## src/rtl/snake_pkg.sv

```systemverilog
// Shared types and constants for the snake game playfield logic.
package snake_pkg;

    typedef logic [3:0] coord_t;

    localparam int         GRID_DIM          = 16;
    localparam logic [7:0] LFSR_SEED_DEFAULT = 8'hA5;

    typedef enum logic {
        SPAWN,
        ACTIVE
    } apple_state_t;

    // x^8+x^6+x^5+x^4+1, shifting left with feedback into bit 0
    function automatic logic [7:0] lfsr_next(input logic [7:0] cur);
        return {cur[6:0], cur[7] ^ cur[5] ^ cur[4] ^ cur[3]};
    endfunction

endpackage

```

## src/rtl/apple_lfsr.sv

```systemverilog
// Free-running 8-bit maximal-length LFSR used to pick apple positions.
module apple_lfsr
    import snake_pkg::*;
#(
    parameter logic [7:0] SEED = LFSR_SEED_DEFAULT
) (
    input  logic       clk,
    input  logic       reset,
    output logic [7:0] value
);

    always_ff @(posedge clk) begin
        if (reset) begin
            value <= SEED;
        end else begin
            value <= lfsr_next(value);
        end
    end

endmodule

```

## src/rtl/apple_manager.sv

```systemverilog
// Apple placement and eat detection for the 16x16 playfield.
// Optional macro APPLE_COUNT_EN adds the saturating apple_count output.
module apple_manager
    import snake_pkg::*;
#(
    parameter logic [7:0] LFSR_SEED  = LFSR_SEED_DEFAULT
`ifdef APPLE_COUNT_EN
   ,parameter int         MAX_APPLES = 60
`endif
) (
    input  logic       clk,
    input  logic       reset,
    input  logic       move_tick,
    input  coord_t     head_x,
    input  coord_t     head_y,
    output coord_t     apple_x,
    output coord_t     apple_y,
    output logic       apple_valid,
    output logic       apple_eaten
`ifdef APPLE_COUNT_EN
   ,output logic [5:0] apple_count
`endif
);

    apple_state_t state;
    logic [7:0]   lfsr;
    coord_t       cand_x;
    coord_t       cand_y;
    logic         head_on_cand;
    logic         head_on_apple;

    apple_lfsr #(.SEED(LFSR_SEED)) u_lfsr (
        .clk   (clk),
        .reset (reset),
        .value (lfsr)
    );

    assign cand_x        = lfsr[7:4];
    assign cand_y        = lfsr[3:0];
    assign head_on_cand  = (cand_x == head_x) && (cand_y == head_y);
    assign head_on_apple = (apple_x == head_x) && (apple_y == head_y);

    always_ff @(posedge clk) begin
        if (reset) begin
            state       <= SPAWN;
            apple_x     <= '0;
            apple_y     <= '0;
            apple_valid <= 1'b0;
            apple_eaten <= 1'b0;
        end else begin
            case (state)
                SPAWN: begin
                    apple_eaten <= 1'b0;
                    // Never drop an apple under the head; next LFSR value is tried instead
                    if (!head_on_cand) begin
                        apple_x     <= cand_x;
                        apple_y     <= cand_y;
                        apple_valid <= 1'b1;
                        state       <= ACTIVE;
                    end
                end
                ACTIVE: begin
                    if (move_tick && head_on_apple) begin
                        apple_eaten <= 1'b1;
                        apple_valid <= 1'b0;
                        state       <= SPAWN;
                    end else begin
                        apple_eaten <= 1'b0;
                    end
                end
                default: begin
                    state       <= SPAWN;
                    apple_eaten <= 1'b0;
                    apple_valid <= 1'b0;
                end
            endcase
        end
    end

`ifdef APPLE_COUNT_EN
    localparam logic [5:0] COUNT_MAX = 6'(MAX_APPLES);

    // Counts on the same edge that raises apple_eaten
    always_ff @(posedge clk) begin
        if (reset) begin
            apple_count <= '0;
        end else if (state == ACTIVE && move_tick && head_on_apple
                     && apple_count != COUNT_MAX) begin
            apple_count <= apple_count + 6'd1;
        end
    end
`endif

endmodule

```

## config.mk

```make
export PLATFORM = sky130hd
export DESIGN_NAME = apple_manager
export DESIGN_NICKNAME = d
export VERILOG_FILES = /design/src/rtl/snake_pkg.sv /design/src/rtl/apple_lfsr.sv /design/src/rtl/apple_manager.sv
export SDC_FILE = /design/constraint.sdc
export NUM_CORES = 1
export LEC_CHECK = 0
export CAP_MARGIN = 20
export CORE_MARGIN = 2
export CORE_UTILIZATION = 40
export CTS_CLUSTER_DIAMETER = 30
export DETAILED_ROUTE_END_ITERATION = 6
export GPL_ROUTABILITY_DRIVEN = 0
export PLACE_DENSITY = 0.72
export SKIP_CTS_REPAIR_TIMING = 1
export SLEW_MARGIN = 20
export SYNTH_ARGS = -nofsm -noshare
export SYNTH_HDL_FRONTEND = slang
export SYNTH_HIERARCHICAL = 1
export SYNTH_SLANG_ARGS = --single-unit
export TNS_END_PERCENT = 100
```

## constraint.sdc

```tcl
create_clock -name clk -period 1.13 [get_ports clk]
set_input_delay 0.1695 -clock clk [delete_from_list [all_inputs] [get_ports clk]]
set_output_delay 0.1695 -clock clk [all_outputs]
set_load 0.1 [all_outputs]
```

# Yosys cells after proc, flatten, opt, wreduce, memory -nomap -nowiden
# Cells that the tools add are included.
# totals
word_cells,30
reg_bits,19
mem_count,0
latch_bits,0
input_bits,11
output_inout_bits,10
rom_bits,0
ram_bits,0
# op_classes
addsub,0
n_eq_ne,6
n_shift,0
n_reduce_logical,5
order_cmp,0
muxes,8
bitwise_logic,5
n_mul,0
div,0
# ops
operator,n
4-bit == test,4
1-bit one-hot mux with 2 select lines,3
1-bit 2-to-1 mux,5
2-bit AND reduction,2
1-bit logical AND,3
1-bit bitwise XOR,3
2-bit by 1-bit != test with 1-bit output (second input constant),1
2-bit != test (second input constant),1
1-bit NOT,2

# Logic depth before layout (Yosys ltp)
# Gate-level depths: netlist of run 1.
# depth
word_depth,5
ltp_mapped,5
ltp_nobuf,4

# Cells and area by module
# Netlist of run 1, hierarchy kept.
# by_module_without_submodules
module,seq_area_each_um2,area_each_um2,cells_each,instances
apple_manager,220.2,655.6,68,1
apple_lfsr,160.2,236.5,19,1

# Least setup slack after synthesis of run 1
# Ideal clock, no wire load.
# synth_timing
path_type,reg2reg
startpoint,register apple_y[3]
endpoint,register apple_valid
stages_incl_launch_ff,5
setup_slack_ps,-681
period_less_slack_ps,1811
required_time_ps,1014
arrival_time_ps,1695
n_path_buf,0
setup_time_ps,116
cell_sequence,dfxtp_1 > xor2_1 > nor4_1 > a31oi_1 > o21a_1
# synth_via
elab_chain_cells,5
# synth_lines
element,line_no,source
start: declaration,apple_manager.sv:17,"output coord_t apple_y,"
start signal: assignment,apple_manager.sv:57,apple_y <= cand_y;
4-bit == test,apple_manager.sv:41,assign head_on_apple = (apple_x == head_x) && (apple_y == head_y);
1-bit logical AND,apple_manager.sv:41,
1-bit logical AND,apple_manager.sv:63,if (move_tick && head_on_apple) begin
2-bit by 1-bit != test with 1-bit output (no line),--,
2-bit AND reduction (no line),--,
end signal: assignment,apple_manager.sv:48,apple_valid <= 1'b0;
end signal: assignment,apple_manager.sv:65,apple_valid <= 1'b0;
end signal: assignment,apple_manager.sv:74,apple_valid <= 1'b0;
end: declaration,apple_manager.sv:18,"output logic apple_valid,"
# No other way between the ends.
# A chain may end at the register's enable or synchronous reset.

# Worst setup path after layout of run 1
# layout_timing
startpoint,input head_x[1]
endpoint,register apple_x[2]
# layout_via
elab_chain_cells,4
# layout_lines
element,line_no,source
start: declaration,apple_manager.sv:14,"input coord_t head_x,"
4-bit == test,apple_manager.sv:40,assign head_on_cand = (cand_x == head_x) && (cand_y == head_y);
1-bit logical AND,apple_manager.sv:40,
1-bit NOT (no line),--,
2-bit AND reduction (no line),--,
end signal: assignment,apple_manager.sv:56,apple_x <= cand_x;
end: declaration,apple_manager.sv:16,"output coord_t apple_x,"
# No other way between the ends.

==> results.ini, run 1 <==
[outcome]
run_status=finished with violations
violated_checks=negative setup slack

[global_routing]
vias_in_the_first_global_route=763
grt_use_met3=0.0380
grt_use_met1=0.201
grt_antenna_before_repair=0
global_route_wire_length_before_repair_um=3340
grt_max_degree=14
grtUsageTotal=0.177
grtUsageMet2=0.312
busiest_layer=met2
global_route.overflow_total=0

[setup_path]
endpoint=apple_x[2]
worst_setup_path_end_kind=flop
critPathSlowestCell=sky130_fd_sc_hd__clkdlybuf4s50_1
worstRegToRegCells=5
critical_path_arrival_ps=1590
path_cells=clkdlybuf4s50_1, xor2_1, nor2_2, a41oi_2, buf_4, mux2i_1
worst_ep_required_time_ps=1360
startpoint_type=input pin
setup.worst_path.class=input pin to flop
cell_class_contributing_the_biggest_share_of_worst_path_delay=buffers and inverters
critical_path.n_buffers_inverters=2
critical_path.startpoint=head_x[1]
worstPathMaxFanout=4
rr_endpoint=apple_x[2]
critPathMaxStageDelay_ps=510
regToRegStartpoint=u_lfsr/value[2]
worstSetupPathDepth=6
r2r_setup_slack_ps=-220

[layout]
layout.area.seq_sq_um=415
multi_input_logic_area_sq_um=528
fill_cell_instance_count_of_the_final_layout=171
layout.nets=148
antenna_cells_inserted=0
layout-area-overhead-vs-synth_pct=73.9
layout-drive-gt1-share=0.500

[cts]
cts.root.buffer_cell=sky130_fd_sc_hd__clkbuf_4
htree_levels=1
cts_made_buffers=3
clk_latency_ps=300
max_buffers_root_to_sink=2
cts_tree=yes
clock_sink_count=19
clk_pin_slew_worst_paths_ps=110

[sta]
timing_worst_slew_pin_value_ps=293
clock-skew-final_ps=3.60
totalNegativeSetupSlack_ps=-2160
slew_violations=0
slew-limit-headroom=0.804
fmax_ghz=0.736
layout_worst_path_cycle_share=1.20
finalSetupViolations=11
timing.final.hold_violations=0
setup_repair_after_global_routing_missed_its_margin=yes
min_period_ps=1360
fin_ws_ps=-228

[place]
hpwl_um=1600
port_buffers=20

[synthesis]
synth-warning-count=6
synth-edff-count=0
synth_seq_area_share=0.426
yosysMostFrequentCell=sky130_fd_sc_hd__dfxtp_1
post_synth_arst_share=0
post_synth_inst_count=87
synth.net_count=98
ys_top_cells_by_area=sky130_fd_sc_hd__dfxtp_1, sky130_fd_sc_hd__xor2_1, sky130_fd_sc_hd__nand2b_1
synth_top_flop_cell=sky130_fd_sc_hd__dfxtp_1
post-synth-top-area-fraction=0.426
synth.distinct_cells=20
yosys.area.top_type=sky130_fd_sc_hd__dfxtp_1
postSynthAreaPerCell_sq_um=10.3
synth_common_cells=sky130_fd_sc_hd__dfxtp_1, sky130_fd_sc_hd__xor2_1, sky130_fd_sc_hd__nand2b_1
yosys_register_bits=19
syn-cell-area_sq_um=892

[power]
cellPowerDensity_mw_per_mm2=1150
report.power.total_uw=1780
p_leak_uw=0.000712
power.ir.vdd_worst_v=0.000948

[route]
postRouteWirelength_um=2030
remaining_drc_errors=0
wl_per_cell_um=12.4
detailroute.via_count=750
antenna_violating_nets_post_route=0
post_drt_via_cell_ratio=4.57
firstDrtPassIters=4
detailedRoute.firstIterationViolations=10

[die]
dieWidth_um=51.2
io_pins=21
vertical_extent_of_the_die_um=51.2
floorplan.core_area_sq_mm=0.00217
initial_core_util=0.411
fp-row-count=17
die_outline_area_sq_mm=0.00262

[job]
drv.max_cap_violation_count=0

[hold_path]
worst_hold_path_type=input pin to flop

==> cell families after synthesis <==
group | Yosys count | synth area share
muxes | 8 | 0.0898
DFF | 19 | 0.426
and+or+nand+nor | 35 | 0.237
xor gates and xnor gates | 19 | 0.187
AOI/OAI and AO/OA | 4 | 0.0421
buffers and inverters | 2 | 0.0182
==> per-stage QoR <==
| stage | hold WS [ps] | instances | utilization | worst slack [ps] | instance area, sq um |
|---|---|---|---|---|---|
| finish | 424 | 164 | 0.715 | -228 | 1550 |
| global route | 461 | 164 | 0.715 | -266 | 1550 |
| CTS | 519 | 161 | 0.668 | -216 | 1450 |
| detailed placement | 490 | 157 | 0.655 | -545 | 1420 |
| global placement | 468 | 157 | 0.655 | -484 | 1420 |
| floorplan | 234 | 87 | - | -173 | 922 |
==> worst reg2reg max path: cells and delay by family (launching register included) <==
kind | cells | cell delay [ps]
flops | 1 | 360
compound gates | 1 | 280
mux | 1 | 200
simple gates | 1 | 90
buf+inv | 1 | 200
xor+xnor | 1 | 160
==> placed cells by master, fill, tap and decap left out <==
cell and instances:
sky130_fd_sc_hd__or2_2 3, sky130_fd_sc_hd__nor2b_1 4, sky130_fd_sc_hd__xor2_2 1, sky130_fd_sc_hd__buf_12 10, sky130_fd_sc_hd__xor2_1 17, sky130_fd_sc_hd__nor2_1 3
sky130_fd_sc_hd__o21a_1 2, sky130_fd_sc_hd__a41oi_2 1, sky130_fd_sc_hd__dlymetal6s2s_1 5, sky130_fd_sc_hd__nand4_1 1, sky130_fd_sc_hd__nor4_1 1, sky130_fd_sc_hd__nor3_2 1
sky130_fd_sc_hd__nand2_1 1, sky130_fd_sc_hd__or2b_1 4, sky130_fd_sc_hd__buf_6 8, sky130_fd_sc_hd__mux2i_1 8, sky130_fd_sc_hd__nand2b_1 13, sky130_fd_sc_hd__xnor2_1 1
sky130_fd_sc_hd__clkinv_2 1, sky130_fd_sc_hd__buf_4 19, sky130_fd_sc_hd__a31oi_4 1, sky130_fd_sc_hd__clkdlybuf4s50_1 5, sky130_fd_sc_hd__nor2_2 3, sky130_fd_sc_hd__dfxtp_4 6
sky130_fd_sc_hd__nand3_2 1, sky130_fd_sc_hd__dfxtp_2 10, sky130_fd_sc_hd__clkbuf_4 3, sky130_fd_sc_hd__dfxtp_1 3
==> state kept, by name, summed over array words and instances (netlist names) <==
signal,count
apple_x,4
apple_eaten,1
apple_valid,1
apple_y,4
state,1
u_lfsr/value,8
==> power by group <==
| group | switching, uW | internal, uW | total (uW) | leakage, uW |
|---|---|---|---|---|
| Clock | 222 | 132 | 354 | 0.0000177 |
| Sequential | 44.2 | 726 | 771 | 0.000163 |
| Combinational | 344 | 315 | 659 | 0.000531 |
==> area by class of cell <==
| class | instances | share of cell area |
|---|---|---|
| clock buffer | 3 | 0.0145 |
| tap | 28 | 0.0226 |
| multi-input combinational | 66 | 0.340 |
| timing repair buffer | 47 | 0.352 |
| sequential | 19 | 0.268 |
| clock inverter | 1 | 0.00323 |
==> metal layers <==
layer,vias to the layer above,wire [um],share of wire
met5,-,0,0
met4,0,27,0.013
li1,379,-,-
met1,348,870,0.43
met2,19,1060,0.52
met3,4,76,0.037
==> how the worst min path moves through the flow <==
stage / start / to / slack [ps] / cells after the start
after floorplan: reset / u_lfsr/value[3] / 230 / 1
after global placement: u_lfsr/value[6] / u_lfsr/value[7] / 470 / 1
after detailed placement: u_lfsr/value[6] / u_lfsr/value[7] / 490 / 1
after CTS: u_lfsr/value[6] / u_lfsr/value[7] / 520 / 1
after global routing: head_x[0] / apple_eaten / 460 / 5
final: head_x[0] / apple_eaten / 420 / 5
No activity file was read; power rests on OpenSTA's default activity.
==> run 2, diff against run 1 <==
--- a/config.mk
+++ b/config.mk
@@ -5,13 +5,12 @@
 export SDC_FILE = /design/constraint.sdc
 export NUM_CORES = 1
 export LEC_CHECK = 0
-export CAP_MARGIN = 20
 export CORE_MARGIN = 2
-export CORE_UTILIZATION = 40
+export CORE_UTILIZATION = 43
 export CTS_CLUSTER_DIAMETER = 30
 export DETAILED_ROUTE_END_ITERATION = 6
 export GPL_ROUTABILITY_DRIVEN = 0
-export PLACE_DENSITY = 0.72
+export PLACE_DENSITY = 0.76
 export SKIP_CTS_REPAIR_TIMING = 1
 export SLEW_MARGIN = 20
 export SYNTH_ARGS = -nofsm -noshare
==> run 2 against run 1 <==
  * The run still ends with negative setup slack left
  * Critical path depth fell by 1
  * Total power fell by 1.2%
  * Global-route usage is 0.29 points lower
  * Routed wire length up 8.1%
  * Sequential cell count unchanged
  * Worst setup slack got worse by 7.3 ps
  * Critical endpoint is now apple_x[1]
  * Largest power group unchanged
==> results.ini, run 2 (same netlist as run 1, synthesis figures left out) <==
[outcome]
run_status=finished with violations
violated_checks=negative setup slack

[sta]
slew-limit-headroom=0.738  ; -0.0655
layout_worst_path_cycle_share=1.21  ; +0.00642
timing.final.hold_violations=0  ; unchanged
setup_repair_after_global_routing_missed_its_margin=yes
fin_ws_ps=-235  ; -7.26 ps
finalSetupViolations=11  ; unchanged
min_period_ps=1370  ; +7.26 ps
slew_violations=0  ; unchanged
totalNegativeSetupSlack_ps=-2150  ; +9.81 ps
clock-skew-final_ps=2.76  ; -0.842 ps
fmax_ghz=0.732  ; -0.53%
timing_worst_slew_pin_value_ps=390  ; +96.9 ps

[power]
combinationalPowerShare=0.369  ; about the same
internal_power_uw=1170  ; -0.61%
netSwitchingPower_uw=596  ; -2.3%
clock_power_share=0.190  ; -0.009
p_leak_uw=0.000717  ; +0.71%
power.ir.vdd_worst_v=0.000839  ; -12%
cellPowerDensity_mw_per_mm2=1150  ; -0.38%
seq_power_share=0.441  ; +0.009
power.switching_fraction=0.338  ; -0.00384

[route]
firstDrtPassIters=4  ; unchanged
remaining_drc_errors=0  ; unchanged
detailroute.via_count=746  ; -0.53%
antenna_violating_nets_post_route=0  ; unchanged
detailedRoute.firstIterationViolations=3  ; -7
postRouteWirelength_um=2200  ; +8.1%
post_drt_via_cell_ratio=4.63  ; +1.3%
wl_per_cell_um=13.7  ; +10%

[cts]
htree_levels=1  ; unchanged
max_buffers_root_to_sink=2  ; unchanged
clock_sink_count=19  ; unchanged
cts_made_buffers=3  ; unchanged
clk_latency_ps=290  ; about the same
cts_tree=yes
cts.root.buffer_cell=sky130_fd_sc_hd__clkbuf_4
clk_pin_slew_worst_paths_ps=100  ; about the same

[setup_path]
worst_ep_required_time_ps=1340  ; -20 ps
startpoint_type=flop
critPathMaxStageDelay_ps=350  ; -160 ps
critical_path.n_buffers_inverters=1  ; -1
setup.worst_path.class=flop to flop
critical_path.startpoint=u_lfsr/value[1]
worst_setup_path_end_kind=flop
path_cells=xor2_1, nor2_2, a41oi_2, buf_4, mux2i_1
critical_path_arrival_ps=1580  ; about the same
regToRegStartpoint=u_lfsr/value[1]
critPathSlowestCell=sky130_fd_sc_hd__dfxtp_2
worstPathMaxFanout=3  ; -1
cell_class_contributing_the_biggest_share_of_worst_path_delay=flip-flops

[global_routing]
global_route_wire_length_before_repair_um=3250  ; -2.7%
vias_in_the_first_global_route=742  ; -2.8%
global_route.overflow_total=0  ; unchanged
grt_max_degree=14  ; unchanged
grtUsageTotal=0.174  ; -0.00285
grt_antenna_before_repair=0  ; unchanged

[die]
die_outline_area_sq_mm=0.00246  ; -6.4%
vertical_extent_of_the_die_um=49.6  ; -3.3%
floorplan.core_area_sq_mm=0.00196  ; -9.6%
fp-row-count=16  ; -1
initial_core_util=0.455  ; +0.0435
dieWidth_um=49.6  ; -3.3%
io_pins=21  ; unchanged

[layout]
layout.cells.most_common_list=sky130_fd_sc_hd__buf_4, sky130_fd_sc_hd__xor2_1, sky130_fd_sc_hd__nand2b_1
top_regs=u_lfsr/value x8, apple_x x4, apple_y x4
antenna_cells_inserted=0  ; unchanged
final_common_cell=sky130_fd_sc_hd__buf_4
layout.area.seq_sq_um=415  ; unchanged
layout-area-overhead-vs-synth_pct=72.5
multi_input_logic_area_sq_um=536  ; +1.4%
register_containing_the_most_flip_flops_in_the_final_layout=u_lfsr/value
flip_flop_count_of_the_largest_register_after_layout=8  ; unchanged
postLayoutCellArea_sq_mm=0.00154  ; -0.81%
layout.nets=146  ; -1.4%
layout-drive-gt1-share=0.493  ; -0.00746
fill_cell_instance_count_of_the_final_layout=135  ; -21%

[hold_path]
hold_path_origin=head_x[3]
worst_hold_path_type=input pin to flop

[place]
placed_cell_area_sq_mm=0.00142  ; about the same
detailedPlace.worstSlack_ps=-547  ; -2.21 ps
hpwl_um=1640  ; +2.1%
port_buffers=20  ; unchanged

[job]
drv.max_cap_violation_count=0  ; unchanged

## run 2: layout make-up
type / count / share of cell area
Tap cell: 27 / 0.0220
Sequential cell: 19 / 0.270
Clock buffer: 4 / 0.0171
Timing Repair Buffer: 45 / 0.343
Multi-Input combinational cell: 66 / 0.348
## run 2: stage by stage
step,std cells,hold slack [ps],utilization,total power [uW]
after floorplan,87,234,-,1120
after global placement,156,461,0.724,1380
after detailed placement,156,491,0.724,1400
after CTS,160,509,0.737,1730
after global routing,161,451,0.784,1840
final,161,436,0.784,1760
## run 2: final timing paths
kind	end	slack, ps	cells after the start
worst max-delay path	apple_x[1]	-240	5
worst min-delay path	apple_eaten	440	5
worst max register to register	apple_x[1]	-240	5
worst min register to register	apple_x[2]	520	2
## run 2: power by group through the flow
stage	Combinational [uW]	Sequential, uW	Clock, uW
2_1_floorplan	165	952	0
5_1_grt	685	784	371
6_report	650	777	336
3_5_place_dp	622	781	0
4_1_cts	623	766	345
3_3_place_gp	607	778	0
## run 2: layer usage
layer | GRT usage | vias to the layer above | part of all wire
li1 | - | 374 | -
met1 | 0.216 | 350 | 0.43
met2 | 0.309 | 18 | 0.52
met3 | 0.0394 | 4 | 0.035
met4 | 0.0278 | 0 | 0.0091
met5 | 0 | - | 0
## run 2: worst reg2reg max path, delay by kind of cell, from the launching register on
family | cells | cell delay [ps]
AO/OA/AOI/OAI | 1 | 260
XOR/XNOR | 1 | 200
buffers and inverters | 1 | 190
flip-flops | 1 | 350
multiplexers | 1 | 210
AND/OR/NAND/NOR | 1 | 80
